<file path="src/rtl/mcycle_unit.sv">
// mcycle_unit: multi-cycle unsigned multiply/divide engine for the execute stage.
//
// Radix-2 iterative datapath: one shift-add (MUL) or restoring-subtract (DIV) step per
// clock, WIDTH steps per operation. A request is only taken from IDLE. Results are held
// until the next completion or reset.
//
// Ports
//   CLK       in   1      clock, rising edge
//   nRESET    in   1      asynchronous active-low reset
//   Start     in   1      level request, sampled only in IDLE
//   MCycleOp  in   1      0 = MUL, 1 = DIV, sampled with Start
//   Operand1  in   WIDTH  multiplicand / dividend
//   Operand2  in   WIDTH  multiplier / divisor
//   Result1   out  WIDTH  MUL: product low word; DIV: quotient
//   Result2   out  WIDTH  MUL: product high word; DIV: remainder
//   Busy      out  1      stall request: (IDLE & Start) | COMPUTE
//   Done      out  1      one-cycle pulse, results valid
module mcycle_unit #(
    parameter int unsigned WIDTH = 32
) (
    input  logic             CLK,
    input  logic             nRESET,
    input  logic             Start,
    input  logic             MCycleOp,
    input  logic [WIDTH-1:0] Operand1,
    input  logic [WIDTH-1:0] Operand2,
    output logic [WIDTH-1:0] Result1,
    output logic [WIDTH-1:0] Result2,
    output logic             Busy,
    output logic             Done
);

    localparam int unsigned CntW = $clog2(WIDTH) + 1;
    localparam logic [CntW-1:0] LastIter = CntW'(WIDTH - 1);

    typedef enum logic [1:0] {
        StIdle,
        StCompute,
        StDone
    } state_e;

    state_e            state_q, state_d;
    logic [CntW-1:0]   count_q, count_d;
    logic              op_q, op_d;
    // Multiplicand for MUL, divisor for DIV.
    logic [WIDTH-1:0]  opnd_q, opnd_d;
    // MUL: {hi,lo} = {partial product, remaining multiplier bits}.
    // DIV: {hi,lo} = {partial remainder, dividend bits shifting into quotient}.
    logic [WIDTH-1:0]  hi_q, hi_d;
    logic [WIDTH-1:0]  lo_q, lo_d;
    logic [WIDTH-1:0]  res1_q, res1_d;
    logic [WIDTH-1:0]  res2_q, res2_d;

    logic [WIDTH:0]    mul_sum;
    logic [WIDTH:0]    div_shift;
    logic [WIDTH:0]    div_diff;
    logic [WIDTH-1:0]  step_hi;
    logic [WIDTH-1:0]  step_lo;

    // One iteration of the selected algorithm.
    always_comb begin
        mul_sum   = {1'b0, hi_q} + (lo_q[0] ? {1'b0, opnd_q} : '0);
        div_shift = {hi_q, lo_q[WIDTH-1]};
        div_diff  = div_shift - {1'b0, opnd_q};
        if (op_q) begin
            // Bit WIDTH of the trial difference set means the subtraction went negative.
            step_hi = div_diff[WIDTH] ? div_shift[WIDTH-1:0] : div_diff[WIDTH-1:0];
            step_lo = {lo_q[WIDTH-2:0], ~div_diff[WIDTH]};
        end else begin
            // Carry out of the add is kept by shifting it into the top bit.
            step_hi = mul_sum[WIDTH:1];
            step_lo = {mul_sum[0], lo_q[WIDTH-1:1]};
        end
    end

    always_comb begin
        state_d = state_q;
        count_d = count_q;
        op_d    = op_q;
        opnd_d  = opnd_q;
        hi_d    = hi_q;
        lo_d    = lo_q;
        res1_d  = res1_q;
        res2_d  = res2_q;
        unique case (state_q)
            StIdle: begin
                if (Start) begin
                    op_d    = MCycleOp;
                    opnd_d  = MCycleOp ? Operand2 : Operand1;
                    lo_d    = MCycleOp ? Operand1 : Operand2;
                    hi_d    = '0;
                    count_d = '0;
                    state_d = StCompute;
                end
            end
            StCompute: begin
                hi_d    = step_hi;
                lo_d    = step_lo;
                count_d = count_q + 1'b1;
                if (count_q == LastIter) begin
                    res1_d  = step_lo;
                    res2_d  = step_hi;
                    state_d = StDone;
                end
            end
            StDone: begin
                state_d = StIdle;
            end
            default: begin
                state_d = StIdle;
            end
        endcase
    end

    always_ff @(posedge CLK or negedge nRESET) begin
        if (!nRESET) begin
            state_q <= StIdle;
            count_q <= '0;
            op_q    <= 1'b0;
            opnd_q  <= '0;
            hi_q    <= '0;
            lo_q    <= '0;
            res1_q  <= '0;
            res2_q  <= '0;
        end else begin
            state_q <= state_d;
            count_q <= count_d;
            op_q    <= op_d;
            opnd_q  <= opnd_d;
            hi_q    <= hi_d;
            lo_q    <= lo_d;
            res1_q  <= res1_d;
            res2_q  <= res2_d;
        end
    end

    assign Result1 = res1_q;
    assign Result2 = res2_q;
    assign Busy    = ((state_q == StIdle) && Start) || (state_q == StCompute);
    assign Done    = (state_q == StDone);

endmodule

</file>
<file path="config.mk">
export PLATFORM = sky130hd
export DESIGN_NAME = mcycle_unit
export DESIGN_NICKNAME = d
export VERILOG_FILES = /design/src/rtl/mcycle_unit.sv
export SDC_FILE = /design/constraint.sdc
export NUM_CORES = 1
export LEC_CHECK = 0
export CORE_ASPECT_RATIO = 2
export CORE_MARGIN = 2
export CORE_UTILIZATION = 45
export CTS_BUF_LIST = sky130_fd_sc_hd__clkbuf_16
export DETAILED_ROUTE_END_ITERATION = 10
export PLACE_DENSITY = 0.63
export REMOVE_ABC_BUFFERS = 1
export SKIP_CTS_REPAIR_TIMING = 1
export SYNTH_ARGS = -nofsm -noshare
export SYNTH_HDL_FRONTEND = slang
export SYNTH_SLANG_ARGS = --single-unit
</file>
<file path="constraint.sdc">
create_clock -name CLK -period 4.13 [get_ports CLK]
set_clock_uncertainty 0.2 [all_clocks]
set_input_delay 0.826 -clock CLK [delete_from_list [all_inputs] [get_ports CLK]]
set_output_delay 0.826 -clock CLK [all_outputs]
set_load 0.005 [all_outputs]
</file>
==> out/results.ini <==
[outcome]
status = finished, final reports clean

[power_and_ir_drop]
p_switching_mw = 4.89
power_leakage_nw = 6.38
intPower_mw = 5.81
switching_share_pct = 45.7
clkPwrFrac_pct = 17.4
total_power_mw = 10.7
power_density_nw_per_um2 = 770
combPwrFrac_pct = 58.0
ir_drop_mv = 0.365
seqPwrFrac_pct = 24.7

[place]
post-place-ws_ns = 0.222
port_buffers = 133
gp_congestion = 0.925
dp.cells = 1714
hpwl_um = 27500

[clock_tree]
cts_buffer_depth = 2
cts-htree-levels = 4
cts.sinks = 169
clk_pin_slew_ns = 0.07
ctsRootBufferMaster = clkbuf_16
numCtsBuffers = 17
cts_tree = yes
clk_latency_ns = 0.47

[yosys]
synth_top_area_share_pct = 36.7
synth_top_flop_cell = dfrtp_1
yosys_warnings = 0
syn_inst = 1296
yosysTopAreaCell = dfrtp_1
ys_seq_area_share_pct = 36.7
avgSynthCellArea_um2 = 8.90
syn-cell-area_um2 = 11500
synth_seq_cells = 169
async_flop_share_pct = 100
synthTopCellsByArea = dfrtp_1 37%, mux2i_1 10%, ha_1 7.1%
synth_edf_count = 0
synth_cell_types = 71

[global_route]
grt_pass1_vias = 10200
grt.overflow.total = 0
grt.busiest_layer = met2
grt_max_degree = 95
grt.met1_usage_pct = 26.5
gr-usage-met2_pct = 51.3
grt_pass1_wl_um = 55400
grtUsageMet3_pct = 3.81
grt_antenna_before_repair = 1
grt_use_total_pct = 27.5

[timing]
timing.final.ws_setup_ns = 0.254
final-setup-viol-count = 0
rsz0062_at_grt = false
final_hold_viol_count = 0
max_slew_margin_pct = 22.0
drv_slew = 0
post-route-period-util_pct = 93.8
fin_setup_tns_ns = 0
period_minus_slack_ns = 3.88
fmax_ghz = 0.258
worst_pin_slew_ns = 1.17

[worst_hold_path]
holdCritPathClass = input pin to async pin

[floorplan]
coreArea_um2 = 25100
die_height_um = 230
dieArea_um2 = 27000
ioPinCount = 134
fp.dieW_um = 117
initial_utilization_pct = 45.9
rows = 82

[worst_setup_path]
critical_path_arrival_ns = 4.00
crit_fanout = 14
start_kind = flop
r2r_cells = 14
worstPathRequired_ns = 4.26
crit_chain = inv_1, ha_1, inv_1, fa_1, a211oi_1, o21a_2, a2111oi_4, o21ai_2, nand3_1, a211oi_4, buf_4, mux2_2, a21oi_1, o21ai_0
crit_top_cell = inv_1
crit_slowest_cell = dfrtp_1
r2r_setup_slack_ns = 0.25
crit_path_end_kind = flop
cp_num_buf_inv = 3
crit_family = compound AO/OA/AOI/OAI gates
criticalPathCategory = flop to flop
rr_startpoint = lo_q[31]
max_stage_delay_ns = 0.42
timing.rr.end = Result2[21]

[drt]
drt_iter0_markers = 502
drc = 0
dr.pass1.iters = 7
ant_nets = 0
wl_per_cell_um = 20.8
wl_um = 36300
vias = 10200
vias_per_cell = 5.83

[cells_and_area]
finalNetCount = 1532
final_util_pct = 55.3
area_growth_syn_to_layout_pct = 20.5
stdcell_count = 1747
final_layout_size_suffix_gt1_share_pct = 6.60

[job]
maxCapViolations = 0

==> sequential cells by signal (all words and copies together) (netlist names) <==
| signal | count |
|---|---|
| opnd_q | 32 |
| Result1 | 32 |
| op_q | 1 |
| state_q | 2 |
| count_q | 6 |
| Result2 | 32 |
| lo_q | 32 |
| hi_q | 32 |
==> stage by stage <==
step,cell area [um2],hold WS [ns]
final,13900,0.173
after global routing,13900,0.226
after CTS,13900,0.198
after detailed placement,13200,0.261
after global placement,13200,0.259
after floorplan,11200,0.253
==> layer usage <==
metal / part of all wire [%] / wire [um]
met1: 33 / 12100
met2: 56 / 20500
met3: 2.8 / 1020
met4: 7.5 / 2710
met5: 0 / 0
==> cell usage after synthesis, types with 13 or more instances <==
cell,count
a21o_1,44
a21oi_1,108
a22o_1,22
a31oi_1,14
and2_1,38
buf_1,13
clkbuf_1,53
dfrtp_1,169
ha_1,65
inv_1,49
mux2_2,13
mux2i_1,117
nand2_1,167
nand3_1,18
nor2_1,82
o21ai_0,97
o221ai_1,32
xnor2_1,25
xor2_1,22
==> worst max path at each step <==
stage / startpoint / end / slack, ns / cells after the start
after global routing: lo_q[31] / Result2[24] / 0.04 / 15
after detailed placement: lo_q[0] / Result2[31] / 0.22 / 14
after floorplan: Start / Busy / -0.27 / 2
after CTS: lo_q[0] / Result2[31] / 0.17 / 14
after global placement: lo_q[0] / Result2[31] / 0.26 / 14
final: lo_q[31] / Result2[21] / 0.25 / 14
==> layout by cell type (no fill, tap or decap), types with 6 or more instances in the layout <==
master,instances
a211oi_1,7
a21o_1,44
a21oi_1,108
a22o_1,22
a31oi_1,14
and2_1,38
and3_1,6
buf_4,21
clkbuf_16,17
clkdlybuf4s50_1,131
dfrtp_1,168
ha_1,65
inv_1,49
mux2_2,13
mux2i_1,117
nand2_1,166
nand3_1,18
nand4_1,9
nor2_1,82
nor2b_1,9
o21a_1,7
o21ai_0,97
o21ai_1,8
o21bai_1,6
o221ai_1,32
o31ai_1,6
or3_1,8
xnor2_1,25
xor2_1,22
==> cell type report <==
cell class              count  area, um2
diodes                      1       2.50
clock buffers              17        425
clock inverters            15        251
fillers                  2400      11200
inverters                  50        188
multi-input cells        1002       6820
flip-flops and latches    169       4230
well taps                 336        420
repair buffers            157       1560
==> worst register-to-register path: stages (launching register included) <==
cell	delay (ns)
dfrtp_1	0.42
inv_1	0.07
ha_1	0.18
inv_1	0.07
fa_1	0.42
a211oi_1	0.25
o21a_2	0.26
a2111oi_4	0.11
o21ai_2	0.19
nand3_1	0.25
a211oi_4	0.35
buf_4	0.30
mux2_2	0.36
a21oi_1	0.21
o21ai_0	0.12
==> logic make-up after synthesis <==
kind of cell / synth area share (%)
AO/OA/AOI/OAI: 22.2
XOR/XNOR: 3.57
flip-flops: 36.7
adder cells (fa/ha/maj): 7.40
multiplexers: 11.4
buffers and inverters: 4.44
AND/OR/NAND/NOR: 14.3
==> power groups by stage <==
stage | Clock [mW] | Sequential [mW] | Combinational, mW
after global routing | 1.95 | 2.68 | 6.79
after global placement | 0 | 2.66 | 6.07
after floorplan | 0 | 2.45 | 4.50
final | 1.86 | 2.64 | 6.20
after CTS | 1.88 | 2.63 | 6.17
after detailed placement | 0 | 2.66 | 6.13
Note: power is estimated with default switching activity, not from simulation.
